[config.mk]
export PLATFORM = sky130hd
export DESIGN_NAME = prod_accum
export DESIGN_NICKNAME = d
export VERILOG_FILES = /design/src/rtl/prod_accum_pkg.sv /design/src/rtl/prod_accum_sat_adder.sv /design/src/rtl/prod_accum.sv
export SDC_FILE = /design/constraint.sdc
export NUM_CORES = 1
export LEC_CHECK = 0
export CORE_MARGIN = 2
export CORE_UTILIZATION = 30
export DETAILED_ROUTE_END_ITERATION = 10
export SLEW_MARGIN = 20
export SYNTH_ARGS = -nofsm -noshare
export SYNTH_HDL_FRONTEND = slang
export SYNTH_SLANG_ARGS = --single-unit
[constraint.sdc]
create_clock -name clk -period 3.8 [get_ports clk]
set_input_delay 0.38 -clock clk [delete_from_list [all_inputs] [get_ports clk]]
set_output_delay 0.38 -clock clk [all_outputs]
set_load 0.01 [all_outputs]
[src/rtl/prod_accum_pkg.sv]
// prod_accum_pkg
//   Shared definitions for the product accumulator and its neighbours.
//   The default product width lives here so the multiplier (z_opt) and the
//   accumulator always agree on PW.
//   Contents:
//     PW_DEF / AW_DEF / CW_DEF : default product, accumulator and run-counter widths
//     state_t                  : accumulator FSM state encoding

package prod_accum_pkg;

    localparam int PW_DEF = 16;
    localparam int AW_DEF = 24;
    localparam int CW_DEF = 4;

    typedef enum logic [1:0] {
        ST_IDLE = 2'd0,
        ST_ACC  = 2'd1,
        ST_DONE = 2'd2
    } state_t;

endpackage

[src/rtl/prod_accum_sat_adder.sv]
// sat_adder
//   Adds a zero-extended unsigned PW-bit operand to an AW-bit accumulator.
//   With SAT=0 the result wraps modulo 2^AW. With SAT=1 any carry-out clamps
//   the result to all-ones. An all-ones accumulator therefore stays all-ones
//   for the rest of the run, since every further add either carries or adds zero.
//   Ports:
//     acc_in  input  AW  current accumulator value
//     opd_in  input  PW  unsigned operand (never sign-extended)
//     sum_out output AW  wrapped or saturated sum
//     carry   output 1   carry-out of the AW+1-bit add (overflow indication)

module sat_adder #(
    parameter int PW  = 16,
    parameter int AW  = 24,
    parameter bit SAT = 1'b0
) (
    input  logic [AW-1:0] acc_in,
    input  logic [PW-1:0] opd_in,
    output logic [AW-1:0] sum_out,
    output logic          carry
);

    logic [AW:0] sum_wide;

    // The extra top bit of the AW+1-bit sum is the overflow carry.
    always_comb begin
        sum_wide = {1'b0, acc_in} + {{(AW + 1 - PW){1'b0}}, opd_in};
        carry    = sum_wide[AW];
        if (SAT && sum_wide[AW]) begin
            sum_out = '1;
        end else begin
            sum_out = sum_wide[AW-1:0];
        end
    end

endmodule

[src/rtl/prod_accum.sv]
// prod_accum
//   Sums a programmed-length run of unsigned products into a wide accumulator.
//   The upstream multiplier raises prod_vld only when its output has settled,
//   so bubbles of any length between products are tolerated.
//   Ports:
//     clk      input  1   clock, all state updates on the rising edge
//     clr_     input  1   synchronous active-high reset, overrides everything
//     start    input  1   begin a new run (honoured only in IDLE)
//     len      input  CW  products in the run, sampled with an accepted start
//     prod_in  input  PW  unsigned product
//     prod_vld input  1   prod_in valid this cycle
//     busy     output 1   high while accumulating
//     acc_out  output AW  registered accumulated sum
//     acc_vld  output 1   one-cycle pulse when acc_out is final
//     ovf      output 1   sticky overflow flag for the current run
//     cnt_out  output CW  products accepted so far in the run

module prod_accum
    import prod_accum_pkg::*;
#(
    parameter int PW  = PW_DEF,
    parameter int AW  = AW_DEF,
    parameter int CW  = CW_DEF,
    parameter bit SAT = 1'b0
) (
    input  logic          clk,
    input  logic          clr_,
    input  logic          start,
    input  logic [CW-1:0] len,
    input  logic [PW-1:0] prod_in,
    input  logic          prod_vld,
    output logic          busy,
    output logic [AW-1:0] acc_out,
    output logic          acc_vld,
    output logic          ovf,
    output logic [CW-1:0] cnt_out
);

    state_t        state_q, state_d;
    logic [AW-1:0] acc_q, acc_d;
    logic [CW-1:0] cnt_q, cnt_d;
    logic [CW-1:0] rem_q, rem_d;
    logic          ovf_q, ovf_d;

    logic [AW-1:0] add_sum;
    logic          add_carry;

    sat_adder #(
        .PW  (PW),
        .AW  (AW),
        .SAT (SAT)
    ) u_sat_adder (
        .acc_in  (acc_q),
        .opd_in  (prod_in),
        .sum_out (add_sum),
        .carry   (add_carry)
    );

    always_ff @(posedge clk) begin
        if (clr_) begin
            state_q <= ST_IDLE;
            acc_q   <= '0;
            cnt_q   <= '0;
            rem_q   <= '0;
            ovf_q   <= 1'b0;
        end else begin
            state_q <= state_d;
            acc_q   <= acc_d;
            cnt_q   <= cnt_d;
            rem_q   <= rem_d;
            ovf_q   <= ovf_d;
        end
    end

    // Results are held after DONE until the next accepted start, so the
    // datapath only changes on an accepted start or an accepted product.
    always_comb begin
        state_d = state_q;
        acc_d   = acc_q;
        cnt_d   = cnt_q;
        rem_d   = rem_q;
        ovf_d   = ovf_q;

        case (state_q)
            ST_IDLE: begin
                if (start) begin
                    acc_d = '0;
                    ovf_d = 1'b0;
                    cnt_d = '0;
                    if (len != '0) begin
                        rem_d   = len;
                        state_d = ST_ACC;
                    end else begin
                        // An empty run still produces a result pulse of zero.
                        state_d = ST_DONE;
                    end
                end
            end
            ST_ACC: begin
                if (prod_vld) begin
                    acc_d = add_sum;
                    if (add_carry) begin
                        ovf_d = 1'b1;
                    end
                    cnt_d = cnt_q + CW'(1);
                    rem_d = rem_q - CW'(1);
                    if (rem_q == CW'(1)) begin
                        state_d = ST_DONE;
                    end
                end
            end
            ST_DONE: begin
                state_d = ST_IDLE;
            end
            default: begin
                state_d = ST_IDLE;
            end
        endcase
    end

    assign busy    = (state_q == ST_ACC);
    assign acc_vld = (state_q == ST_DONE);
    assign acc_out = acc_q;
    assign ovf     = ovf_q;
    assign cnt_out = cnt_q;

endmodule

After elaboration in Yosys (flattened, before gate mapping)
Cells that the tools add are included. Widths: inputs -> output; s select.

Multiplexer cells: 19. Equality and inequality tests: 8. Add/sub/neg operators: 3. Reduce and logical (&&, ||, !) cells: 7.

Operators by type and width (count): $mux 24 (2); $pmux 24 s2 (1); $add 24x16->25 (1); $mux 4 (5); $pmux 4 s2 (2); $mux 2 (4); $reduce_and 4->1 (2); $ne 2x2->1 const B (3); $reduce_and 3->1 (2); $add 4x1->4 const B (1); $eq 4x1->1 const B (1); $ne 2x1->1 const B (2); $pmux 2 s2 (1); $reduce_bool 4->1 (1); $sub 4x1->4 const B (1); $mux 1 (3); $eq 2x1->1 const B (1); $eq 2x2->1 const B (1); $logic_not 2->1 (1); $pmux 1 s2 (1); $reduce_bool 2->1 (1).

Word-level logic and storage cells: 42. Flip-flop bits (word level): 35. Output and inout port bits: 31. Input port bits: 24.

Depth between registers and ports, before layout
Gate-level depths: netlist (run 1).

Depth in word-level cells: 4. Depth in mapped cells: 8. Mapped depth without buffers: 8.

Hierarchy
A second synthesis (run 1) with hierarchy kept.

Cell total of the unflattened synthesis: 279. Area total of the unflattened synthesis: 2374.8 µm².

Modules (own cells, without submodules): prod_accum (instances 1, cells an instance 148, area an instance 1398.8 µm², sequential area each 700.7 µm²); sat_adder (instances 1, cells an instance 131, area an instance 975.9 µm², sequential area each 0.0 µm²).

Worst setup path after synthesis (run 1)
Ideal clock, no wire load.

Path kind: input-to-reg. Start point: input prod_in[7]. End point: register acc_q[17] (netlist: acc_out[17]). Data required time: 3.729 ns. Arrival time: 2.103 ns. Setup slack: 1.626 ns. Library setup time: 0.071 ns. Stages: 7. Path buffers: 0. Path through: ha_1 and4_4 nand2_1 a211o_1 and3b_4 or4_1 a21oi_1.

Cells in the longest elaborated chain, start to end: 3.

RTL lines: from (decl) (line prod_accum.sv:30) `input logic [PW-1:0] prod_in,`; $add 24x16->25 (line prod_accum_sat_adder.sv:27) `sum_wide = {1'b0, acc_in} + {{(AW + 1 - PW){1'b0}}, opd_in};`; $mux 24 (line prod_accum.sv:100) `if (prod_vld) begin`; $pmux 24 s2 (line prod_accum.sv:84) `case (state_q)`; to (signal assigned) (line prod_accum.sv:62) `acc_q <= '0;`; to (signal assigned) (line prod_accum.sv:68) `acc_q <= acc_d;`; to (decl) (line prod_accum.sv:40) `logic [AW-1:0] acc_q, acc_d;`.

No other way between the ends. The select of a mux whose other input is x is not followed. A chain may end at the register's enable or synchronous reset.

Final worst setup path (run 1)
Start point: input prod_in[1]. End point: register acc_q[17] (netlist: acc_out[17]).

Same word-level chain as after synthesis.

==> run summary, run 1 <==
commonest non-fill, non-tap cells in the layout -> 54 x clkdlybuf4s50_1, 43 x nor2_1, 35 x dfxtp_1, 28 x nand2_1, 28 x a21oi_1
critical path class -> input pin to flip-flop
mux contribution to synthesized area -> 0.0125
# DRC -> 0
clock root buffer -> clkbuf_8
Simple-Gate Fraction of Synth Area -> 0.264
maximum vdd ir drop -> 117 uV
synthesized area -> 0.00241 sq mm
Post-synth EDFFs -> 0
cells along the critical path -> clkdlybuf4s50_1 > ha_1 > a21o_1 > nand4_1 > a211o_1 > and3b_4 > or4_1 > a21oi_1
Area Growth Syn to Fin -> 30.2%
gp weighted congestion -> 0.861
Final Hold Viols -> 0
RSZ-0062 raised after global routing -> false
Clk pwr share -> 0.306
aggregate global-route resource usage -> 0.158
yosys warns -> 0
Buffers on Ports -> 54
largest net degree at the start of global routing -> 20
Slew HR -> 0.569
Mapped Cells -> 310
Yosys cell types -> 51
area share of xor/xnor cells in the synthesized design -> 0.0400
count of state elements after synthesis -> 35
num rows -> 32
Setup Skew -> 0.00696 ns
CTS max path bufs -> 2
Inserted Diodes -> 0
post-cts resize count -> 0
Switching Share -> 0.313
Synth Area in Adders -> 0.107
vias -> 2464
post-CTS setup buffers -> 0
critical path's largest stage delay -> 0.50 ns
CP endpoint kind -> flip-flop
FMAX -> 0.401 GHz
starting DRC count in detailed routing -> 146
WP data arrival -> 2.72 ns
routed wire length -> 6.66 mm
Final nets -> 407
die height -> 93.6 um
actual slew at the worst max-slew pin -> 0.647 ns
peak fanout along the critical path -> 5
most common cell after layout, fill and taps aside -> clkdlybuf4s50_1
Final TNS setup -> 0 ns
GR Overflow Total -> 0
CTS buffer count -> 5
internal power -> 630 uW
fraction of layout cells with a size suffix above 1 -> 0.0413
Logic pwr share -> 0.262
antenna violations before repair -> 0
maxcap violations -> 0
HP Class -> flip-flop to flip-flop
Die X -> 93.6 um
async set-or-reset flop fraction in the synthesized netlist -> 0
Final min period -> 2.49 ns
Synth Area in Compound Gates -> 0.257
status -> completed
Clock transition at path regs -> 0.07 ns
Hold Buf Count CTS -> 0
H-tree depth -> 2
Syn Nets -> 354
# setup viols final -> 0
vias in the first global route -> 2304
Slowest-stage cell, CP -> or4_1
clk_lat worst skew -> 0.29 ns
clock tree sinks -> 35
Seq/Total Area, Yosys -> 0.291
number of vias per cell -> 5.30
crit share post-route -> 0.656
Die ar. -> 0.00876 sq mm
Routed met2 length -> 2.97 mm
crit path launch type -> input pin
worst reg2reg setup slack -> 1.51 ns
Final Util -> 0.404
first-pass GRT wire length -> 11.1 mm
Initial Util -> 0.310
first-pass iteration count of the detailed router -> 4
PD cells -> 292 mW/mm^2
I/O pin total -> 55
WP data required -> 4.03 ns
mean routed wirelength per cell -> 14.3 um
Layout fillers -> 812
largest family of logic cells by synthesized area -> simple AND/OR/NAND/NOR gates
Leak -> 0.00122 uW
Max Slew Vio Count -> 0
Sequential Power Share -> 0.433
CTS tree -> done
Mapped Avg Cell Area -> 7.77 sq um
ys flop type -> dfxtp_1
CORE AREA -> 0.00777 sq mm
P_sw -> 287 uW
Top Layer Used -> met4
Final ANT Viol Nets -> 0
DR WL met3 -> 409 um
hpwl dp -> 5.16 mm
met1 WL -> 3.19 mm
[kinds of logic after synthesis]
group	count (synthesis)
fa+ha+maj	20
xor+xnor	11
simple gates	130
compound gates	93
mux	3
flops	35
buf+inv	18
[final timing paths]
check / from / to / cells past startpoint
worst max-delay path: prod_in[1] / acc_out[17] / 8
worst min-delay path: ovf / ovf / 2
worst max register to register: acc_out[1] / acc_out[17] / 7
worst min register to register: ovf / ovf / 2
[through the flow]
| step | hold slack, ns | power (uW) | worst slack (ns) | cells | cell area (sq um) |
|---|---|---|---|---|---|
| final | 0.488 | 917 | 1.31 | 465 | 3140 |
| after global routing | 0.518 | 977 | 1.17 | 465 | 3140 |
| after CTS | 0.493 | 934 | 1.33 | 465 | 3140 |
| after detailed placement | 0.475 | 644 | 1.02 | 458 | 3050 |
| after global placement | 0.455 | 643 | 1.05 | 458 | 3050 |
| after floorplan | 0.489 | 557 | 1.63 | 310 | 2410 |
[synth_stat cells (2+ instances only)]
master | instances | share of area
nand3_1 | 11 | 0.023
o22a_1 | 2 | 0.0073
a31oi_1 | 3 | 0.0078
and2_1 | 4 | 0.010
nand2_1 | 28 | 0.044
inv_1 | 9 | 0.014
a211oi_1 | 7 | 0.022
a22oi_1 | 10 | 0.031
a21o_1 | 4 | 0.012
a21boi_0 | 2 | 0.0062
xor2_1 | 5 | 0.018
clkbuf_1 | 8 | 0.012
o31ai_1 | 4 | 0.012
xnor2_1 | 6 | 0.022
o21ai_0 | 14 | 0.029
nand3b_1 | 3 | 0.0094
nand2b_1 | 3 | 0.0078
or2_2 | 2 | 0.0052
nor3_1 | 8 | 0.017
or4_1 | 3 | 0.0094
or3_1 | 4 | 0.010
dfxtp_1 | 35 | 0.29
o21bai_1 | 2 | 0.0062
a21oi_1 | 28 | 0.058
nor2_1 | 43 | 0.067
and3_1 | 4 | 0.010
a211o_1 | 3 | 0.011
nor4_1 | 3 | 0.0078
mux2i_1 | 3 | 0.012
nand4_1 | 9 | 0.023
ha_1 | 19 | 0.099
nor2b_1 | 2 | 0.0052
[power groups by stage]
| stage | clock network [uW] | logic [uW] | registers [uW] |
|---|---|---|---|
| global route | 310 | 268 | 399 |
| global placement | 0 | 238 | 405 |
| detailed placement | 0 | 239 | 405 |
| finish | 280 | 240 | 397 |
| floorplan | 0 | 151 | 406 |
| CTS | 297 | 241 | 397 |
[sequential cells by signal, indices dropped and copies added (netlist names)]
| name | flops |
|---|---|
| acc_out | 24 |
| ovf | 1 |
| state_q | 2 |
| cnt_out | 4 |
| rem_q | 4 |
[metal layers]
layer	vias up	GRT usage
li1	1267	-
met1	1118	0.214
met5	-	0
met3	10	0.0427
met2	69	0.251
met4	0	0.0386
[critical path: cells and delay by family]
family / cells / cell delay (ns)
AND/OR/NAND/NOR: 3 / 0.92
AO/OA/AOI/OAI: 3 / 0.66
buffers and inverters: 1 / 0.46
adder cells (fa/ha/maj): 1 / 0.30
[area by class of cell]
class | count | area, sq um | area share
inverters | 9 | 33.8 | 0.0108
flip-flops and latches | 35 | 701 | 0.223
well taps | 102 | 128 | 0.0407
clock buffers | 6 | 82.6 | 0.0263
multi-input cells | 257 | 1640 | 0.522
clock inverters | 1 | 5.00 | 0.00160
repair buffers | 55 | 548 | 0.175
Power figures use the tool's default switching activity.
==> run 2, diff against run 1 <==
Clock period 3.8 ns to 2.1 ns, I/O delays scaled along.
==> run summary, run 2 (synthesis results as in run 1) <==
num rows -> 32 (unchanged)
I/O pin total -> 55 (unchanged)
clk_lat worst skew -> 0.30 ns (was 0.29 ns)
critical path's largest stage delay -> 0.48 ns (was 0.50 ns)
critical path class -> input pin to flip-flop (unchanged)
Slew HR -> 0.737 (was 0.569)
actual slew at the worst max-slew pin -> 0.394 ns (was 0.647 ns)
DR WL met3 -> 294 um (was 409 um)
first-pass iteration count of the detailed router -> 4 (unchanged)
internal power -> 1280 uW (was 630 uW)
Leak -> 0.00162 uW (was 0.00122 uW)
routed wire length -> 7.89 mm (was 6.66 mm)
Area Growth Syn to Fin -> 63.9% (was 30.2%)
Buffers on Ports -> 54 (unchanged)
H-tree depth -> 2 (unchanged)
WP data arrival -> 2.31 ns (was 2.72 ns)
Final Cell Area -> 0.00395 sq mm (was 0.00314 sq mm)
fraction of layout cells with a size suffix above 1 -> 0.293 (was 0.0413)
FMAX -> 0.483 GHz
status -> completed (unchanged)
starting DRC count in detailed routing -> 112 (was 146)
CTS max path bufs -> 2 (unchanged)
Clk pwr share -> 0.292 (was 0.306)
largest net degree at the start of global routing -> 17 (was 20)
max reg flops -> 24 (unchanged)
Switching Share -> 0.324 (was 0.313)
Final ANT Viol Nets -> 0 (unchanged)
CTS tree -> done (unchanged)
Final TNS setup -> 0 ns (unchanged)
WP data required -> 2.34 ns (was 4.03 ns)
vias -> 2802 (was 2464)
Logic pwr share -> 0.328 (was 0.262)
Max Slew Vio Count -> 0 (unchanged)
HP Class -> flip-flop to flip-flop (unchanged)
placed cell area -> 0.00367 sq mm (was 0.00305 sq mm)
P_sw -> 612 uW (was 287 uW)
maxcap violations -> 0 (unchanged)
gp weighted congestion -> 0.871 (was 0.861)
CTS buffer count -> 5 (unchanged)
Final min period -> 2.07 ns
met1 WL -> 3.53 mm (was 3.19 mm)
Sequential Power Share -> 0.380 (was 0.433)
hpwl dp -> 6.12 mm (was 5.16 mm)
most common cell after layout, fill and taps aside -> buf_4 (was clkdlybuf4s50_1)
number of vias per cell -> 5.16 (was 5.30)
CP endpoint kind -> flip-flop (unchanged)
GR Overflow Total -> 0 (unchanged)
crit path launch type -> input pin (unchanged)
Initial Util -> 0.310 (unchanged)
PD cells -> 479 mW/mm^2 (was 292 mW/mm^2)
peak fanout along the critical path -> 5 (unchanged)
Hold Buf Count CTS -> 0 (unchanged)
Clock transition at path regs -> 0.08 ns (was 0.07 ns)
CORE AREA -> 0.00777 sq mm (unchanged)
mean routed wirelength per cell -> 14.5 um (was 14.3 um)
total power -> 1890 uW (was 917 uW)
maximum vdd ir drop -> 216 uV (was 117 uV)
Die X -> 93.6 um (unchanged)
commonest non-fill, non-tap cells in the layout -> 78 x buf_4, 50 x clkdlybuf4s50_1, 42 x nor2_1, 30 x dfxtp_1, 28 x nand2_1 (was 54 x clkdlybuf4s50_1, 43 x nor2_1, 35 x dfxtp_1, 28 x nand2_1, 28 x a21oi_1)
Slowest-stage cell, CP -> or4_4 (was or4_1)
Final Hold Viols -> 0 (unchanged)
first-pass GRT wire length -> 13.0 mm (was 11.1 mm)
Final Util -> 0.508 (was 0.404)
vias in the first global route -> 2802 (was 2304)
Setup Skew -> 0.00982 ns (was 0.00696 ns)
cells along the critical path -> clkdlybuf4s50_1 > ha_4 > and4_4 > nand2_1 > a211o_1 > and3b_4 > or4_4 > a21oi_2 (was clkdlybuf4s50_1 > ha_1 > a21o_1 > nand4_1 > a211o_1 > and3b_4 > or4_1 > a21oi_1)
RSZ-0062 raised after global routing -> true (was false)
Final nets -> 484 (was 407)
# setup viols final -> 0 (unchanged)
clock root buffer -> clkbuf_8 (unchanged)
Top Layer Used -> met4 (unchanged)
Layout fillers -> 761 (was 812)
aggregate global-route resource usage -> 0.184 (was 0.158)
die height -> 93.6 um (unchanged)
antenna violations before repair -> 0 (unchanged)
clock tree sinks -> 35 (unchanged)
Die ar. -> 0.00876 sq mm (unchanged)
Inserted Diodes -> 0 (unchanged)
# DRC -> 0 (unchanged)
Routed met2 length -> 3.95 mm (was 2.97 mm)
crit share post-route -> 0.986
[run 2: cell types whose count changed in the layout (fill, tap and decap cells not counted), sizes merged]
cell,previous run,this run
dlygate4sd2,0,2
dlymetal6s2s,0,2
clkinvlp,0,1
clkdlybuf4s50,54,50
buf,1,78
[run 2: timing repair]
action / CTS / global route
setup endpoints to repair: 7 / 15
pin swaps: 6 / 6
buffers inserted: 3 / 2
resized for setup: 10 / 31
[run 2: power groups by stage]
stage                     clock network [uW]  logic (uW)  registers (uW)
after CTS                                569         595             719
after global routing                     596         679             723
after floorplan                            0         289             737
final                                    552         620             718
after detailed placement                   0         576             733
after global placement                     0         566             732
[run 2: path summary, 6_finish.rpt]
kind                            cells after the start       start          end  slack, ns
worst max-delay path                                8  prod_in[6]  acc_out[19]       0.03
worst min-delay path                                2         ovf          ovf       0.47
worst max register to register                      7  acc_out[3]  acc_out[19]       0.03
worst min register to register                      2         ovf          ovf       0.47
[run 2: final cells by class]
class,count,area (sq um),area share
sequential,35,709,0.180
multi-input combinational,257,1850,0.468
clock inverter,2,16.3,0.00412
tap,102,128,0.0324
inverter,9,33.8,0.00856
timing repair buffer,132,1130,0.286
clock buffer,6,82.6,0.0209
[run 2: metal layers]
layer	vias up	track usage
met3	9	0.0330
li1	1421	-
met5	-	0
met2	57	0.321
met1	1315	0.234
met4	0	0.0483
[run 2: stage by stage]
| stage | hold slack [ns] | setup WS [ns] | instances |
|---|---|---|---|
| 4_1_cts | 0.478 | -0.0145 | 541 |
| 3_3_place_gp | 0.454 | -0.376 | 530 |
| 2_1_floorplan | 0.389 | 0.00608 | 310 |
| 6_report | 0.471 | 0.0294 | 543 |
| 5_1_grt | 0.502 | -0.0468 | 543 |
| 3_5_place_dp | 0.459 | -0.383 | 530 |
[run 2: critical path: cells and delay by family]
family | cells | cell delay, ns
and+or+nand+nor | 4 | 0.98
buffers and inverters | 1 | 0.45
AOI/OAI and AO/OA | 2 | 0.39
adders and majority gates | 1 | 0.29
